**src/rtl/bp_pkg.sv**
```systemverilog
`default_nettype none
// ============================================================================
// Module      : bp_pkg
// Description : Shared branch-predictor types and 2-bit counter helpers.
// Revision    : 1.0
// ============================================================================
package bp_pkg;

    localparam logic [1:0] CTR_SNT = 2'b00;
    localparam logic [1:0] CTR_WNT = 2'b01;
    localparam logic [1:0] CTR_WT  = 2'b10;
    localparam logic [1:0] CTR_ST  = 2'b11;

    typedef logic [1:0] ctr_t;

    function automatic ctr_t ctr_next(input ctr_t c, input logic taken);
        ctr_t r;
        r = c;
        if (taken && c != CTR_ST)
            r = c + 2'd1;
        else if (!taken && c != CTR_SNT)
            r = c - 2'd1;
        return r;
    endfunction

endpackage
`default_nettype wire

```
**src/rtl/sat_counter32.sv**
```systemverilog
`default_nettype none
// ============================================================================
// Module      : sat_counter32
// Description : 32-bit event counter that sticks at all-ones instead of wrapping.
// Revision    : 1.0
// ============================================================================
module sat_counter32 (
    input  logic        clk,
    input  logic        rstn,
    input  logic        i_inc,
    output logic [31:0] o_count
);

    logic [31:0] r_count;

    always_ff @(posedge clk) begin
        if (!rstn)
            r_count <= 32'd0;
        else if (i_inc && r_count != 32'hFFFF_FFFF)
            r_count <= r_count + 32'd1;
    end

    assign o_count = r_count;

endmodule
`default_nettype wire

```
**src/rtl/branch_predictor.sv**
```systemverilog
`default_nettype none
// ============================================================================
// Module      : branch_predictor
// Description : Gshare direction predictor with 1-cycle lookup and
//               non-speculative global history.
// Revision    : 1.0
// ============================================================================
module branch_predictor
    import bp_pkg::*;
#(
    parameter int IDX_W  = 8,
    parameter int PC_LSB = 2
) (
    input  logic             clk,
    input  logic             rstn,
    input  logic [31:0]      lookup_pc,
    output logic [IDX_W-1:0] pc_xor_global_history,
    output logic             prediction,
    input  logic             update_valid,
    input  logic [IDX_W-1:0] update_index,
    input  logic             update_taken,
    input  logic             update_miss,
    output logic [31:0]      stat_branches,
    output logic [31:0]      stat_misses
);

    localparam int C_DEPTH = 2 ** IDX_W;

    logic [IDX_W-1:0] r_ghr;
    ctr_t             r_table [C_DEPTH];
    logic             r_prediction;

    logic [IDX_W-1:0] w_idx;
    ctr_t             w_upd_ctr;
    logic             w_bypass;
    logic             w_unused_pc;

    // Only a slice of the PC feeds the hash; the rest is deliberately ignored.
    assign w_unused_pc = ^lookup_pc;

    assign w_idx     = lookup_pc[PC_LSB+IDX_W-1:PC_LSB] ^ r_ghr;
    assign w_upd_ctr = ctr_next(r_table[update_index], update_taken);
    assign w_bypass  = update_valid && (update_index == w_idx);

    // Flop array rather than RAM so every counter can return to weakly
    // not-taken in one reset cycle.
    always_ff @(posedge clk) begin
        if (!rstn) begin
            for (int i = 0; i < C_DEPTH; i++)
                r_table[i] <= CTR_WNT;
            r_ghr        <= '0;
            r_prediction <= 1'b0;
        end else begin
            if (update_valid) begin
                r_table[update_index] <= w_upd_ctr;
                r_ghr                 <= {r_ghr[IDX_W-2:0], update_taken};
            end
            r_prediction <= w_bypass ? w_upd_ctr[1] : r_table[w_idx][1];
        end
    end

    assign pc_xor_global_history = w_idx;
    assign prediction            = r_prediction;

    sat_counter32 u_stat_branches (
        .clk     (clk),
        .rstn    (rstn),
        .i_inc   (update_valid),
        .o_count (stat_branches)
    );

    sat_counter32 u_stat_misses (
        .clk     (clk),
        .rstn    (rstn),
        .i_inc   (update_valid && update_miss),
        .o_count (stat_misses)
    );

endmodule
`default_nettype wire

```
**config.mk**
```make
export PLATFORM = sky130hd
export DESIGN_NAME = branch_predictor
export DESIGN_NICKNAME = d
export VERILOG_FILES = /design/src/rtl/bp_pkg.sv /design/src/rtl/sat_counter32.sv /design/src/rtl/branch_predictor.sv
export SDC_FILE = /design/constraint.sdc
export NUM_CORES = 1
export LEC_CHECK = 0
export CORE_MARGIN = 2
export CORE_UTILIZATION = 41
export CTS_BUF_LIST = sky130_fd_sc_hd__clkbuf_4 sky130_fd_sc_hd__clkbuf_8
export CTS_CLUSTER_DIAMETER = 120
export DETAILED_ROUTE_END_ITERATION = 10
export GPL_ROUTABILITY_DRIVEN = 0
export REMOVE_ABC_BUFFERS = 1
export SLEW_MARGIN = 15
export SYNTH_ARGS = -nofsm -noshare
export SYNTH_HDL_FRONTEND = slang
export SYNTH_SLANG_ARGS = --single-unit
```
**constraint.sdc**
```tcl
create_clock -name clk -period 11.7 [get_ports clk]
set_input_delay 2.34 -clock clk [delete_from_list [all_inputs] [get_ports clk]]
set_output_delay 2.34 -clock clk [all_outputs]
set_load 0.1 [all_outputs]
```
==> flow_summary.json <==
{
  "outcome": "complete, no violations",
  "drv_cap": 0,
  "yosysSeqAreaShare_pct": 54.8,
  "grt_max_degree": 180,
  "drc": 0,
  "numCtsBuffers": 101,
  "leakage_nw": 10.5,
  "synth_top_family_by_area": "simple AND/OR/NAND/NOR gates",
  "rr_endpoint": "r_table[118][0]",
  "finalCritPeriodShare_pct": 70.9,
  "drv_slew": 0,
  "layout.cells.non_filler": 3793,
  "synth_simple_gate_area_share_pct": 17.4,
  "fin_crit_ns": 8.29,
  "hold_start": "u_stat_misses.o_count[30]",
  "pre_cts_slack_ns": 2.78,
  "cts_root_buf": "clkbuf_8",
  "synth_area_sq_um": 30700,
  "final-seq-area_sq_um": 16800,
  "design_area_sq_um": 34300,
  "reg2reg_slack_ns": 6.00,
  "synth-adder-area-share_pct": 0.163,
  "hold_path_depth": 2,
  "num-fill-cells": 6814,
  "hp-class": "reg2reg",
  "fmax_ghz": 0.121,
  "synth.area.top_cells": "edfxtp_1, mux4_2, nand3_1",
  "rows": 100,
  "initial_core_util_pct": 41.3,
  "synth_xor_xnor_area_share_pct": 1.91,
  "dieWidth_um": 278,
  "clkSlewWorstSetupHoldPaths_ns": 0.06,
  "yosys_warnings": 0,
  "skew_ns": 0.0611,
  "slowest_delay_ns": 0.87,
  "synth-compound-area-share_pct": 7.56,
  "cts.htree.levels": 3,
  "synth-main-ff-cell": "edfxtp_1",
  "multi_input_comb_area_sq_um": 12500,
  "cpMaxStageDelayCell": "xor2_4",
  "reg2reg_from": "r_table[79][0]",
  "worst_setup_path_start_kind": "input port",
  "track_usage_pct": 27.6,
  "wl_per_cell_um": 28.7,
  "cpMostUsedCell": "mux4_2",
  "clockBufferDepth": 3,
  "end_kind": "register",
  "antenna_found_initial": 4,
  "io_pins": 118,
  "dp_hpwl_um": 63300,
  "fin_util_pct": 46.1,
  "die_area_sq_um": 77100,
  "cts_resized": 0,
  "rsz0062_at_grt": "no",
  "areaGrowthSynthToFinish_pct": 11.7,
  "viasPerCell": 6.58,
  "finalNetCount": 2788,
  "syn_inst": 2763,
  "crit_path_max_fanout": 83,
  "core-area_sq_um": 74300,
  "yosysTopAreaCell": "edfxtp_1",
  "grt_pass1_vias": 24100,
  "portBuffers": 93,
  "cts_tree": "done",
  "setup_viol": 0,
  "path_class": "in2reg",
  "powerDensity_nw_per_um2": 145,
  "tightestPinTransition_ns": 1.22,
  "synth.area.mux_share_pct": 13.1,
  "synth_top_area_share_pct": 50.1,
  "timing.critical_path.cells": "buf_8 > buf_12 > mux4_2 > mux4_2 > a22o_1 > a221oi_1 > o22ai_1 > a211oi_2 > inv_1 > ha_1 > mux2i_1 > xor2_4 > buf_4 > nand3_1",
  "finalHoldViolations": 0,
  "clkLatencyLatePin_ns": 0.75,
  "cts_sinks": 585,
  "hold_buffers": 0,
  "total_power_mw": 4.99,
  "synth_edf_count": 512,
  "antenna_left": 0,
  "firstDrtPassIters": 6,
  "die_h_um": 278,
  "num_vias": 24900,
  "drtIter0Drc": 3487,
  "grt_pass1_wl_um": 157000,
  "placed_cells": 3605,
  "slew-limit-headroom_pct": 18.5,
  "post_cts_buffers": 0,
  "grt-ovfl-total": 0,
  "critPathArrivalTime_ns": 8.69,
  "drive_above_1_share_pct": 14.7,
  "post_synth.cell_area_avg_sq_um": 11.1,
  "hold_path_end": "u_stat_misses.o_count[30]",
  "irDropWorstVdd_v": 0.000185,
  "required_ns": 12.10,
  "r2r_cells": 12,
  "setup_slack_ns": 3.41,
  "place_area_sq_um": 32200,
  "drt-total-wl_um": 109000,
  "synth.distinct_cells": 63,
  "synth_seq_cells": 585,
  "async_reset_ff_share_pct": 0
}
cells by family after synthesis:
| family | after synthesis |
|---|---|
| and+or+nand+nor | 1121 |
| xor gates and xnor gates | 67 |
| DFF | 585 |
| adders and majority gates | 4 |
| AOI/OAI and AO/OA | 412 |
| buffers and inverters | 331 |
| muxes | 243 |
cells in the final DEF (no fill, tap or decap), types with 4 or more instances in the layout:
cell type        count
a211oi_1             5
nand3_1            296
nor3_2               7
clkinv_2            16
a22oi_1             17
clkbuf_8           106
o21ai_0            229
and4_1              12
xor2_1              27
nor3_1             231
clkdlybuf4s50_1     88
or4_1                4
nand2b_1            13
nor4_1              36
clkinv_1            25
inv_1               18
a21oi_1             86
or3_1               11
ha_1                 4
clkbuf_4            30
nand4_1             25
nor2b_1             10
buf_4               86
and2_1              15
buf_12               4
edfxtp_1           512
mux2i_1            117
mux4_2             126
nand2_1            282
a22o_1               4
o32ai_1              4
dfxtp_1             73
o22ai_1             31
nor2_1             141
and3_1              13
xnor2_1             37
where the power goes:
part / switching [mW] / leakage (nW) / internal (mW)
clock: 0.898 / 1.08 / 1.01
sequential: 0.0262 / 5.41 / 2.32
combinational: 0.561 / 4.05 / 0.172
total: 1.49 / 10.5 / 3.50
cells in the mapped netlist, types with 4 or more instances:
| cell | n |
|---|---|
| and2_1 | 15 |
| mux2i_1 | 117 |
| nor2b_1 | 10 |
| buf_2 | 20 |
| buf_6 | 21 |
| a22oi_1 | 17 |
| and3_1 | 13 |
| a22o_1 | 4 |
| or4_1 | 4 |
| nand2b_1 | 15 |
| nor4_1 | 39 |
| o32ai_1 | 4 |
| nand4_1 | 25 |
| xor2_1 | 28 |
| a21oi_1 | 86 |
| xnor2_1 | 39 |
| or3_1 | 11 |
| and4_1 | 12 |
| dfxtp_1 | 73 |
| clkbuf_1 | 210 |
| ha_1 | 4 |
| mux4_2 | 126 |
| o21ai_0 | 229 |
| a211oi_1 | 5 |
| buf_1 | 23 |
| nor3_1 | 238 |
| nor2_1 | 147 |
| o22ai_1 | 31 |
| buf_4 | 35 |
| edfxtp_1 | 512 |
| nand2_1 | 283 |
| nand3_1 | 296 |
| inv_1 | 20 |
layer usage:
layer,global-route usage (%),vias up,share of wire (%)
li1,-,10400,-
met1,35.3,12300,36
met2,42.7,1895,45
met3,7.28,409,13
met4,15.2,2,6.3
met5,0,-,0.012
critical path, delay by kind of cell:
family / cells / cell delay, ns
adders and majority gates: 1 / 0.24
muxes: 3 / 1.50
AOI/OAI and AO/OA: 4 / 1.46
and+or+nand+nor: 1 / 0.19
buffers and inverters: 4 / 1.90
xor gates and xnor gates: 1 / 0.87
worst max-delay path by stage:
| stage | start | to | slack [ns] | cells after the start |
|---|---|---|---|---|
| final | update_index[0] | r_table[118][0] | 3.41 | 14 |
| after floorplan | update_index[7] | r_table[144][0] | -2.69 | 10 |
| after CTS | update_index[0] | r_table[118][0] | 3.55 | 14 |
| after detailed placement | update_index[0] | r_table[118][0] | 2.78 | 14 |
| after global placement | update_index[0] | r_table[240][0] | 3.02 | 14 |
| after global routing | update_index[0] | r_table[118][0] | 3.28 | 14 |
sequential cells by signal, indices dropped and copies added, names as in the netlist:
register	cells
u_stat_branches.o_count	32
r_ghr	8
r_table	512
prediction	1
u_stat_misses.o_count	32
through the flow:
stage,setup TNS [ns],hold slack (ns)
global route,0,0.542
CTS,0,0.511
global placement,0,0.483
finish,0,0.508
detailed placement,0,0.501
floorplan,-669.94,0.482
area by class of cell:
type	instances	share of cell area, %
flip-flops and latches	585	49.1
multi-input cells	1847	36.3
clock buffers	136	4.91
repair buffers	182	4.79
well taps	969	3.54
clock inverters	50	1.04
inverters	22	0.255
diodes	2	0.0146
Note: power is estimated with default switching activity, not from simulation.
